$ cat src/rtl/pkt_arbiter.sv
// Round-robin packet arbiter: locks one requester per packet, releases on eop.
// Define PKT_ARB_WDOG_EN to add the stall watchdog and its wdog_err pulse.
module pkt_arbiter #(
    parameter int NUM_REQ     = 4,
    parameter int DATA_W      = 32,
    parameter int WDOG_CYCLES = 64
) (
    input  logic                      clk,
    input  logic                      rst,
    input  logic [NUM_REQ-1:0]        req_valid,
    input  logic [NUM_REQ-1:0]        req_sop,
    input  logic [NUM_REQ-1:0]        req_eop,
    input  logic [NUM_REQ*DATA_W-1:0] req_data,
    output logic [NUM_REQ-1:0]        req_ready,
    output logic                      out_valid,
    output logic                      out_sop,
    output logic                      out_eop,
    output logic [DATA_W-1:0]         out_data,
    input  logic                      out_ready,
    output logic [$clog2(NUM_REQ)-1:0] grant_id,
    output logic                      busy
`ifdef PKT_ARB_WDOG_EN
   ,output logic                      wdog_err
`endif
);

    localparam int GW = $clog2(NUM_REQ);

    typedef enum logic {IDLE, LOCKED} state_t;

    state_t        state;
    logic [GW-1:0] last_grant;
    logic [GW-1:0] next_grant;
    logic [GW-1:0] cand;
    logic          found;
    logic          xfer;

    if (NUM_REQ < 2 || NUM_REQ > 8 || WDOG_CYCLES < 1) begin : g_param_check
        $error("pkt_arbiter: NUM_REQ must be 2..8 and WDOG_CYCLES >= 1");
    end

    assign busy = (state == LOCKED);
    assign xfer = out_valid & out_ready;

    // Scan starts one past last_grant so the previous winner goes last.
    always_comb begin
        next_grant = last_grant;
        found      = 1'b0;
        cand       = '0;
        for (int k = 1; k <= NUM_REQ; k++) begin
            cand = GW'((int'(last_grant) + k) % NUM_REQ);
            if (!found && req_valid[cand]) begin
                next_grant = cand;
                found      = 1'b1;
            end
        end
    end

    always_comb begin
        out_valid = 1'b0;
        out_sop   = 1'b0;
        out_eop   = 1'b0;
        out_data  = '0;
        req_ready = '0;
        if (state == LOCKED) begin
            out_valid           = req_valid[grant_id];
            out_sop             = req_sop[grant_id];
            out_eop             = req_eop[grant_id];
            out_data            = req_data[int'(grant_id)*DATA_W +: DATA_W];
            req_ready[grant_id] = out_ready;
        end
    end

`ifdef PKT_ARB_WDOG_EN
    localparam int CW = $clog2(WDOG_CYCLES + 1);
    logic [CW-1:0] wdog_cnt;
`endif

    always_ff @(posedge clk) begin
        if (rst) begin
            state      <= IDLE;
            grant_id   <= '0;
            last_grant <= GW'(NUM_REQ - 1);
`ifdef PKT_ARB_WDOG_EN
            wdog_cnt   <= '0;
            wdog_err   <= 1'b0;
`endif
        end else begin
`ifdef PKT_ARB_WDOG_EN
            wdog_err <= 1'b0;
`endif
            unique case (state)
                IDLE: begin
                    if (|req_valid) begin
                        grant_id <= next_grant;
                        state    <= LOCKED;
                    end
`ifdef PKT_ARB_WDOG_EN
                    wdog_cnt <= '0;
`endif
                end
                LOCKED: begin
                    if (xfer && out_eop) begin
                        last_grant <= grant_id;
                        state      <= IDLE;
                    end
`ifdef PKT_ARB_WDOG_EN
                    // Abort a stalled packet so other requesters are not starved.
                    if (xfer) begin
                        wdog_cnt <= '0;
                    end else if (wdog_cnt == CW'(WDOG_CYCLES - 1)) begin
                        wdog_cnt   <= '0;
                        wdog_err   <= 1'b1;
                        last_grant <= grant_id;
                        state      <= IDLE;
                    end else begin
                        wdog_cnt <= wdog_cnt + 1'b1;
                    end
`endif
                end
            endcase
        end
    end

endmodule

$ cat config.mk
export PLATFORM = sky130hd
export DESIGN_NAME = pkt_arbiter
export DESIGN_NICKNAME = d
export VERILOG_FILES = /design/src/rtl/pkt_arbiter.sv
export SDC_FILE = /design/constraint.sdc
export NUM_CORES = 1
export LEC_CHECK = 0
export BUFFER_PORTS_ARGS = -buffer_cell sky130_fd_sc_hd__buf_2
export CAP_MARGIN = 10
export CORE_MARGIN = 4
export CORE_UTILIZATION = 33
export DETAILED_ROUTE_END_ITERATION = 12
export HOLD_SLACK_MARGIN = 0.05
export PLACE_DENSITY_LB_ADDON = 0.08
export SYNTH_ARGS = -nofsm -noshare
export SYNTH_HDL_FRONTEND = slang
export SYNTH_SLANG_ARGS = --single-unit
$ cat constraint.sdc
create_clock -name clk -period 2.05 [get_ports clk]
set_clock_uncertainty 0.1 [all_clocks]
set_input_delay 0.5125 -clock clk [delete_from_list [all_inputs] [get_ports clk]]
set_output_delay 0.5125 -clock clk [all_outputs]
set_load 0.05 [all_outputs]
==> flow_summary.yaml, run 1 <==
power_and_ir_drop:
  power_density_nw_per_um2: 669.1
  power.total_mw: 2.048
  vdd_drop_max_uv: 486.9
  p_leak_nw: 1.460
cts:
  cts_root_buffer: "clkbuf_8"
  hold_buffers: 0
  htree_levels: 1
  cts_sinks: 5
  clock_latency_ns: 0.22
  cts_tree: "built"
  cts_buffer_depth: 2
  clk_pin_slew_ns: 0.04
  cts_made_buffers: 3
logic_synthesis:
  synthTopCellsByArea: "mux4_2 47%, and2_1 15%, dfxtp_1 6.8%"
  synth_area_sq_um: 1479
  ys_types: 31
  synth_ff_type: "dfxtp_1"
  syn_area_per_cell_sq_um: 11.04
  synth-seq-cells: 5
  synth_largest_area_cell: "mux4_2"
  syn-num-nets: 277
  synthArstFlopShare: 0
  yosysTopAreaCellShare: 0.4721
  synth_edf_count: 0
  syn_inst: 134
  ys_warn_count: 0
  synth-seq-area-share: 0.06768
cells_and_area:
  area_growth_pct: 106.9
  insertedDiodeCount: 0
  fillers: 327
  layout-drive-gt1-share: 0.8708
  final_cells: 377
  nets: 469
worst_setup_path:
  cp-start-kind: "register"
  required_ns: 1.44
  crit_arrival_ns: 1.65
  crit_path_end_kind: "output port"
  path_class: "register to output port"
  path_max_fanout: 7
placement:
  port_buffers: 184
  gp_congestion: 0.7867
  dp_hpwl_um: 5153
  dp_cells: 367
outcome:
  failed_checks: "setup timing"
  outcome: "finished, violations left"
routing:
  dr_total_vias: 1995
  post_drt_wl_per_cell_um: 17.94
  drc: 0
  drt_iter0_drc: 50
  routed_via_density: 5.292
  ant_nets: 0
  dr.pass1.iters: 4
  wl_um: 6763
die:
  start_util: 0.3397
  io_pins: 185
  die_h_um: 74.95
  row_count: 24
  fp.dieW_um: 74.95
  coreArea_sq_um: 4354
  die_area_sq_um: 5617
grt:
  use_met2: 0.4149
  gr-usage-met3: 0.04139
  grt_max_degree: 18
  grt_busiest_layer: "met2"
  grt_use_total: 0.2244
  use_met1: 0.2589
  grt_pass1_wl_um: 9666
  grt_overflow_total: 0
  antenna_found_initial: 0
  grt_pass1_vias: 1958
sta:
  rsz0062_at_grt: "yes"
  hold_violations: 0
  timing.fmax_mhz: 442.4
  setup_violations: 35
  period_share: 1.103
  slew_headroom: 0.7412
  layout_setup_ws_ns: -0.2105
  finalCriticalPeriod_ns: 2.260
  slew_violations: 0
  tightest_slew_ns: 0.3784
run:
  cap_violations: 0
hold_path:
  holdCritPathClass: "input port to register"
through the flow:
stage	hold slack [ns]	util	area [sq um]	TNS, ns	setup WS [ns]
3_5_place_dp	0.4810	0.6043	2631	-0.2048	-0.05853
3_3_place_gp	0.4717	0.6043	2631	-0.1401	-0.04894
4_1_cts	0.4671	0.6899	3004	-6.470	-0.2164
6_report	0.4766	0.7029	3060	-6.051	-0.2105
5_1_grt	0.4956	0.7029	3060	-7.657	-0.2545
2_1_floorplan	0.4436	-	1578	-1.853	-0.1043
logic make-up (layout without fill, tap and decap cells):
group / Yosys count / in the layout / share of synthesized area
AO/OA/AOI/OAI: 11 / 11 / 0.05415
buffers and inverters: 18 / 209 / 0.08037
flip-flops: 5 / 5 / 0.06768
multiplexers: 39 / 39 / 0.5592
AND/OR/NAND/NOR: 61 / 61 / 0.2386
placed cells by master (no fill, tap or decap), types with 2 or more instances in the layout:
cell type  instances
mux2i_1            4
nand2b_1           5
buf_8             16
buf_12             7
nand3b_1           2
dfxtp_1            2
dfxtp_4            2
clkbuf_8           3
nand3_1            2
mux4_2            34
o22ai_1            2
nor2_2             2
inv_1              2
o21ai_0            2
and2_4            34
buf_4              7
buf_6             25
buf_2            145
nand2_1            2
nor2_1             7
flip-flops by register name (all words and copies together) (netlist names):
register    flops
last_grant      2
grant_id        2
busy            1
metal layers:
layer | vias up | routed length [um]
met2 | 104 | 3728
met1 | 961 | 2266
met5 | - | 0
met4 | 0 | 201
li1 | 909 | -
met3 | 21 | 567
timing repair:
action | in CTS | in global routing
gates cloned | 1 | 0
gates resized for setup | 92 | 18
buffers inserted | 4 | 1
setup endpoints to repair | 35 | 38
pin swaps | 13 | 3
Yosys cell counts (3+ instances only):
master,number
dfxtp_1,5
mux2i_1,5
buf_2,6
clkbuf_1,4
and2_1,35
nand2b_1,5
nor2_1,10
inv_1,3
mux4_2,31
mux4_1,3
worst paths after layout:
check	cells past startpoint	start	slack, ns	to
max	4	grant_id[0]	-0.21	out_data[15]
min	2	rst	0.48	grant_id[0]
max reg2reg	6	grant_id[0]	0.16	last_grant[1]
min reg2reg	2	grant_id[1]	0.48	grant_id[1]
critical path, cell delays in order (launching register included):
cell and delay [ns]:
dfxtp_4 0.43, buf_16 0.15, mux4_2 0.52, and2_4 0.18, buf_6 0.14
layout make-up:
| class | count | area, sq um | area share |
|---|---|---|---|
| Multi-Input combinational cell | 111 | 1355 | 0.4428 |
| Clock buffer | 4 | 45.04 | 0.01472 |
| Tap cell | 52 | 65.06 | 0.02126 |
| Sequential cell | 5 | 108.9 | 0.03557 |
| Inverter | 3 | 11.26 | 0.003679 |
| Timing Repair Buffer | 202 | 1475 | 0.4820 |
report_power, final:
part | internal, mW | switching (mW)
clock | 0.134 | 0.0485
sequential | 0.113 | 0.0399
combinational | 0.871 | 0.842
Power figures use the tool's default switching activity.
==> inputs of run 2 (changes only) <==
Settings changed: CORE_AREA set to 2 2 72 74, CORE_MARGIN 4 to unset, CORE_UTILIZATION 33 to unset, DIE_AREA set to 0 0 74 76, HOLD_SLACK_MARGIN 0.05 to unset, RECOVER_POWER set to 100.
==> flow_summary.yaml, run 2 (synthesized netlist as in run 1, its figures left out) <==
placement:
  dp_cells: 385
  dpl-instance-area_sq_um: 2641
  dp_hpwl_um: 4922
  gp_congestion: 0.8024
  port_buffers: 184
worst_setup_path:
  cp-start-kind: "register"
  crit_arrival_ns: 1.68
  path_class: "register to output port"
  crit_path_end_kind: "output port"
  required_ns: 1.44
  path_max_fanout: 8
power_and_ir_drop:
  power_density_nw_per_um2: 656.6
  vdd_drop_max_uv: 454.2
  power.total_mw: 1.999
  p_leak_nw: 1.448
run:
  cap_violations: 0
cells_and_area:
  final_area_sq_um: 3044
  final_cell_mix: "141 x buf_2, 35 x buf_6, 34 x mux4_2, 34 x and2_4, 11 x buf_4"
  nets: 472
  multi_input_area_sq_um: 1358
  seqCellArea_sq_um: 108.9
  insertedDiodeCount: 0
  fillers: 416
  fin_util: 0.6197
  final_common_cell: "buf_2"
  final_cells: 398
  layout-drive-gt1-share: 0.8598
  area_growth_pct: 105.8
sta:
  hold_violations: 0
  layout_setup_ws_ns: -0.2455
  tightest_slew_ns: 0.5930
  hold_slack_ns: 0.4733
  slew_violations: 0
  timing.fmax_mhz: 435.6
  slew_headroom: 0.6064
  setup_violations: 35
  rsz0062_at_grt: "yes"
  finalCriticalPeriod_ns: 2.295
  period_share: 1.120
hold_path:
  holdCritPathClass: "input port to register"
outcome:
  outcome: "finished, violations left"
  failed_checks: "setup timing"
die:
  io_pins: 185
  fp.dieW_um: 74
  start_util: 0.3011
  row_count: 26
  die_h_um: 76
  die_area_sq_um: 5624
  coreArea_sq_um: 4912
routing:
  dr.pass1.iters: 4
  drt_iter0_drc: 72
  dr_total_vias: 1975
  post_drt_wl_per_cell_um: 15.32
  wl_um: 6097
  ant_nets: 0
  routed_via_density: 4.962
  drc: 0
grt:
  grt_use_total: 0.2087
  grt_pass1_vias: 1997
  grt_pass1_wl_um: 9328
  grt_overflow_total: 0
  grt_max_degree: 22
  antenna_found_initial: 0
cts:
  cts_root_buffer: "clkbuf_8"
  htree_levels: 1
  clk_pin_slew_ns: 0.04
  clock_latency_ns: 0.22
  cts_sinks: 5
  cts_made_buffers: 3
  cts_tree: "built"
  cts_buffer_depth: 2
==> run 2: area by class of cell <==
class,count,area share
Clock buffer,4,0.01480
Multi-Input combinational cell,111,0.4460
Inverter,3,0.003699
Timing Repair Buffer,205,0.4710
Sequential cell,5,0.03576
Tap cell,70,0.02877
==> run 2: per-layer routing <==
metal | up-vias | global-route usage | share of wire
met5 | - | 0 | 0
met4 | 0 | 0.05636 | 0.018
met3 | 12 | 0.02646 | 0.068
met2 | 94 | 0.4027 | 0.58
met1 | 956 | 0.2299 | 0.34
li1 | 913 | - | -
==> run 2: report_power, final <==
group / internal (mW) / switching [mW]
logic: 0.842 / 0.836
clock network: 0.134 / 0.0516
registers: 0.113 / 0.0229
total: 1.09 / 0.910
==> run 2: worst paths after layout <==
kind	start	endpoint	slack (ns)	cells after the start
min	rst	grant_id[0]	0.47	2
min reg2reg	last_grant[0]	last_grant[0]	0.51	2
max	grant_id[0]	out_data[11]	-0.25	5
max reg2reg	grant_id[0]	last_grant[1]	0.07	9
==> run 2: through the flow <==
stage	worst slack, ns	setup TNS [ns]
floorplan	-0.1043	-1.853
CTS	-0.2540	-7.439
global route	-0.2914	-8.253
finish	-0.2455	-6.274
global placement	-0.01937	-0.04848
detailed placement	-0.04872	-0.1602
==> run 2: critical path, cell delays in order (launching register included) <==
cell and delay [ns]:
dfxtp_4 0.39, buf_12 0.12, buf_12 0.13, mux4_2 0.50, and2_4 0.18, buf_6 0.14
==> run 2: what timing repair did <==
| item | CTS | global route |
|---|---|---|
| endpoints found under the setup margin | 35 | 37 |
| resized for setup | 81 | 10 |
| hold endpoints to repair | 0 | 0 |
| setup buffers | 6 | 2 |
| hold buffers | 0 | 0 |
| gates cloned | 2 | 0 |
==> inputs of run 3 (changes only) <==
Settings changed: PLACE_DENSITY set to 0.81, PLACE_DENSITY_LB_ADDON 0.08 to unset.
==> flow_summary.yaml, run 3 (synthesized netlist as in run 1, its figures left out) <==
power_and_ir_drop:
  seqPwrFrac: 0.076
  power_density_nw_per_um2: 663.3
  power.switching_uw: 923.2
  swShare: 0.4652
  intPower_mw: 1.061
  combPwrFrac: 0.832
  vdd_drop_max_uv: 680.0
  p_leak_nw: 1.429
  clock_power_share: 0.093
run:
  cap_violations: 0
die:
  die_h_um: 76
  fp.dieW_um: 74
  die_area_sq_um: 5624
  row_count: 26
  start_util: 0.3011
  coreArea_sq_um: 4912
  io_pins: 185
sta:
  setup_violations: 35
  setup-tns-final_ns: -6.784
  layout_setup_ws_ns: -0.2254
  rsz0062_at_grt: "yes"
  slew_violations: 0
  hold_violations: 0
  finalCriticalPeriod_ns: 2.275
  period_share: 1.110
  tightest_slew_ns: 0.6080
  timing.fmax_mhz: 439.5
  slew_headroom: 0.5964
cts:
  htree_levels: 1
  clk_pin_slew_ns: 0.04
  hold_buffers: 0
  cts_sinks: 5
  clock_latency_ns: 0.22
  cts_buffer_depth: 2
  cts_tree: "built"
  cts_made_buffers: 3
  cts_root_buffer: "clkbuf_8"
placement:
  dp_hpwl_um: 5173
  dp_cells: 384
  post-place-ws_ns: -0.09402
  port_buffers: 184
  gp_congestion: 0.8629
grt:
  grt_pass1_wl_um: 9901
  grt_max_degree: 20
  grt_overflow_total: 0
  grt_use_total: 0.2264
  antenna_found_initial: 1
  grt_pass1_vias: 2069
worst_setup_path:
  crit_start: "grant_id[0]"
  cp-start-kind: "register"
  path_max_fanout: 8
  crit_path_end_kind: "output port"
  path_class: "register to output port"
  crit_arrival_ns: 1.66
  path_buf_inv: 2
  max_stage_delay_ns: 0.52
  timing.rr.start: "grant_id[0]"
  crit_family: "multiplexers"
  slowest_stage: "mux4_2"
  required_ns: 1.44
  crit_chain: "buf_12 -> mux4_2 -> and2_4 -> buf_6"
routing:
  routed_via_density: 5.015
  topRoutingLayerUsed: "met5"
  met2_length_um: 3714
  dr.pass1.iters: 4
  dr_total_vias: 1986
  wl_met1_um: 2274
  wl_um: 6685
  drc: 0
  ant_nets: 0
  drt_iter0_drc: 71
  met3_length_um: 536
  post_drt_wl_per_cell_um: 16.88
cells_and_area:
  area_growth_pct: 102.3
  nets: 470
  final_cell_mix: "141 x buf_2, 35 x buf_6, 34 x mux4_2, 34 x and2_4, 13 x buf_4"
  final_common_cell: "buf_2"
  final_cells: 396
  layout-drive-gt1-share: 0.8589
  insertedDiodeCount: 0
hold_path:
  holdCritPathClass: "register to register"
  hold_start: "busy"
outcome:
  failed_checks: "setup timing"
  outcome: "finished, violations left"
[run 3: area by class of cell]
cell class / instances / area [sq um]
flip-flops and latches: 5 / 108.9
multi-input cells: 111 / 1360
fillers: 400 / 1921
repair buffers: 203 / 1379
inverters: 3 / 11.26
well taps: 70 / 87.58
clock buffers: 4 / 45.04
[run 3: final timing paths]
check | end | slack [ns] | depth (start not counted)
max | out_data[31] | -0.23 | 4
max reg2reg | last_grant[1] | 0.15 | 6
min | busy | 0.45 | 2
min reg2reg | busy | 0.45 | 2
[run 3: layer usage]
metal  vias up  track usage
li1        912            -
met1       947       0.2379
met2       109       0.4339
met3        16      0.05291
met4         2      0.05818
met5         -            0
[run 3: through the flow]
| stage | power (mW) | util | instance area (sq um) | hold WS, ns |
|---|---|---|---|---|
| floorplan | 1.200 | - | 1578 | 0.4436 |
| global placement | 1.499 | 0.5260 | 2584 | 0.4385 |
| detailed placement | 1.524 | 0.5260 | 2584 | 0.4417 |
| CTS | 1.901 | 0.5848 | 2873 | 0.4459 |
| global route | 2.085 | 0.6090 | 2992 | 0.4713 |
| finish | 1.984 | 0.6090 | 2992 | 0.4512 |
[run 3: power by group through the flow]
stage               clock [mW]  sequential [mW]  combinational [mW]
floorplan                    0            0.155                1.04
global placement             0            0.163                1.34
detailed placement           0            0.164                1.36
CTS                      0.185            0.146                1.57
global route             0.197            0.155                1.73
finish                   0.184            0.150                1.65
[run 3: worst register-to-register path: cells and delay by family, from the launching register on]
family        cells  cell delay, ns
buf+inv           3            0.42
flops             1            0.43
mux               2            0.64
simple gates      1            0.18
[run 3: what timing repair did]
item                       4_1_cts  5_1_grt
hold endpoints to repair         0        0
resized for setup               58       44
buffers inserted                 5        2
setup endpoints to repair       38       39
gates cloned                     1        1
pin swaps                        0        1
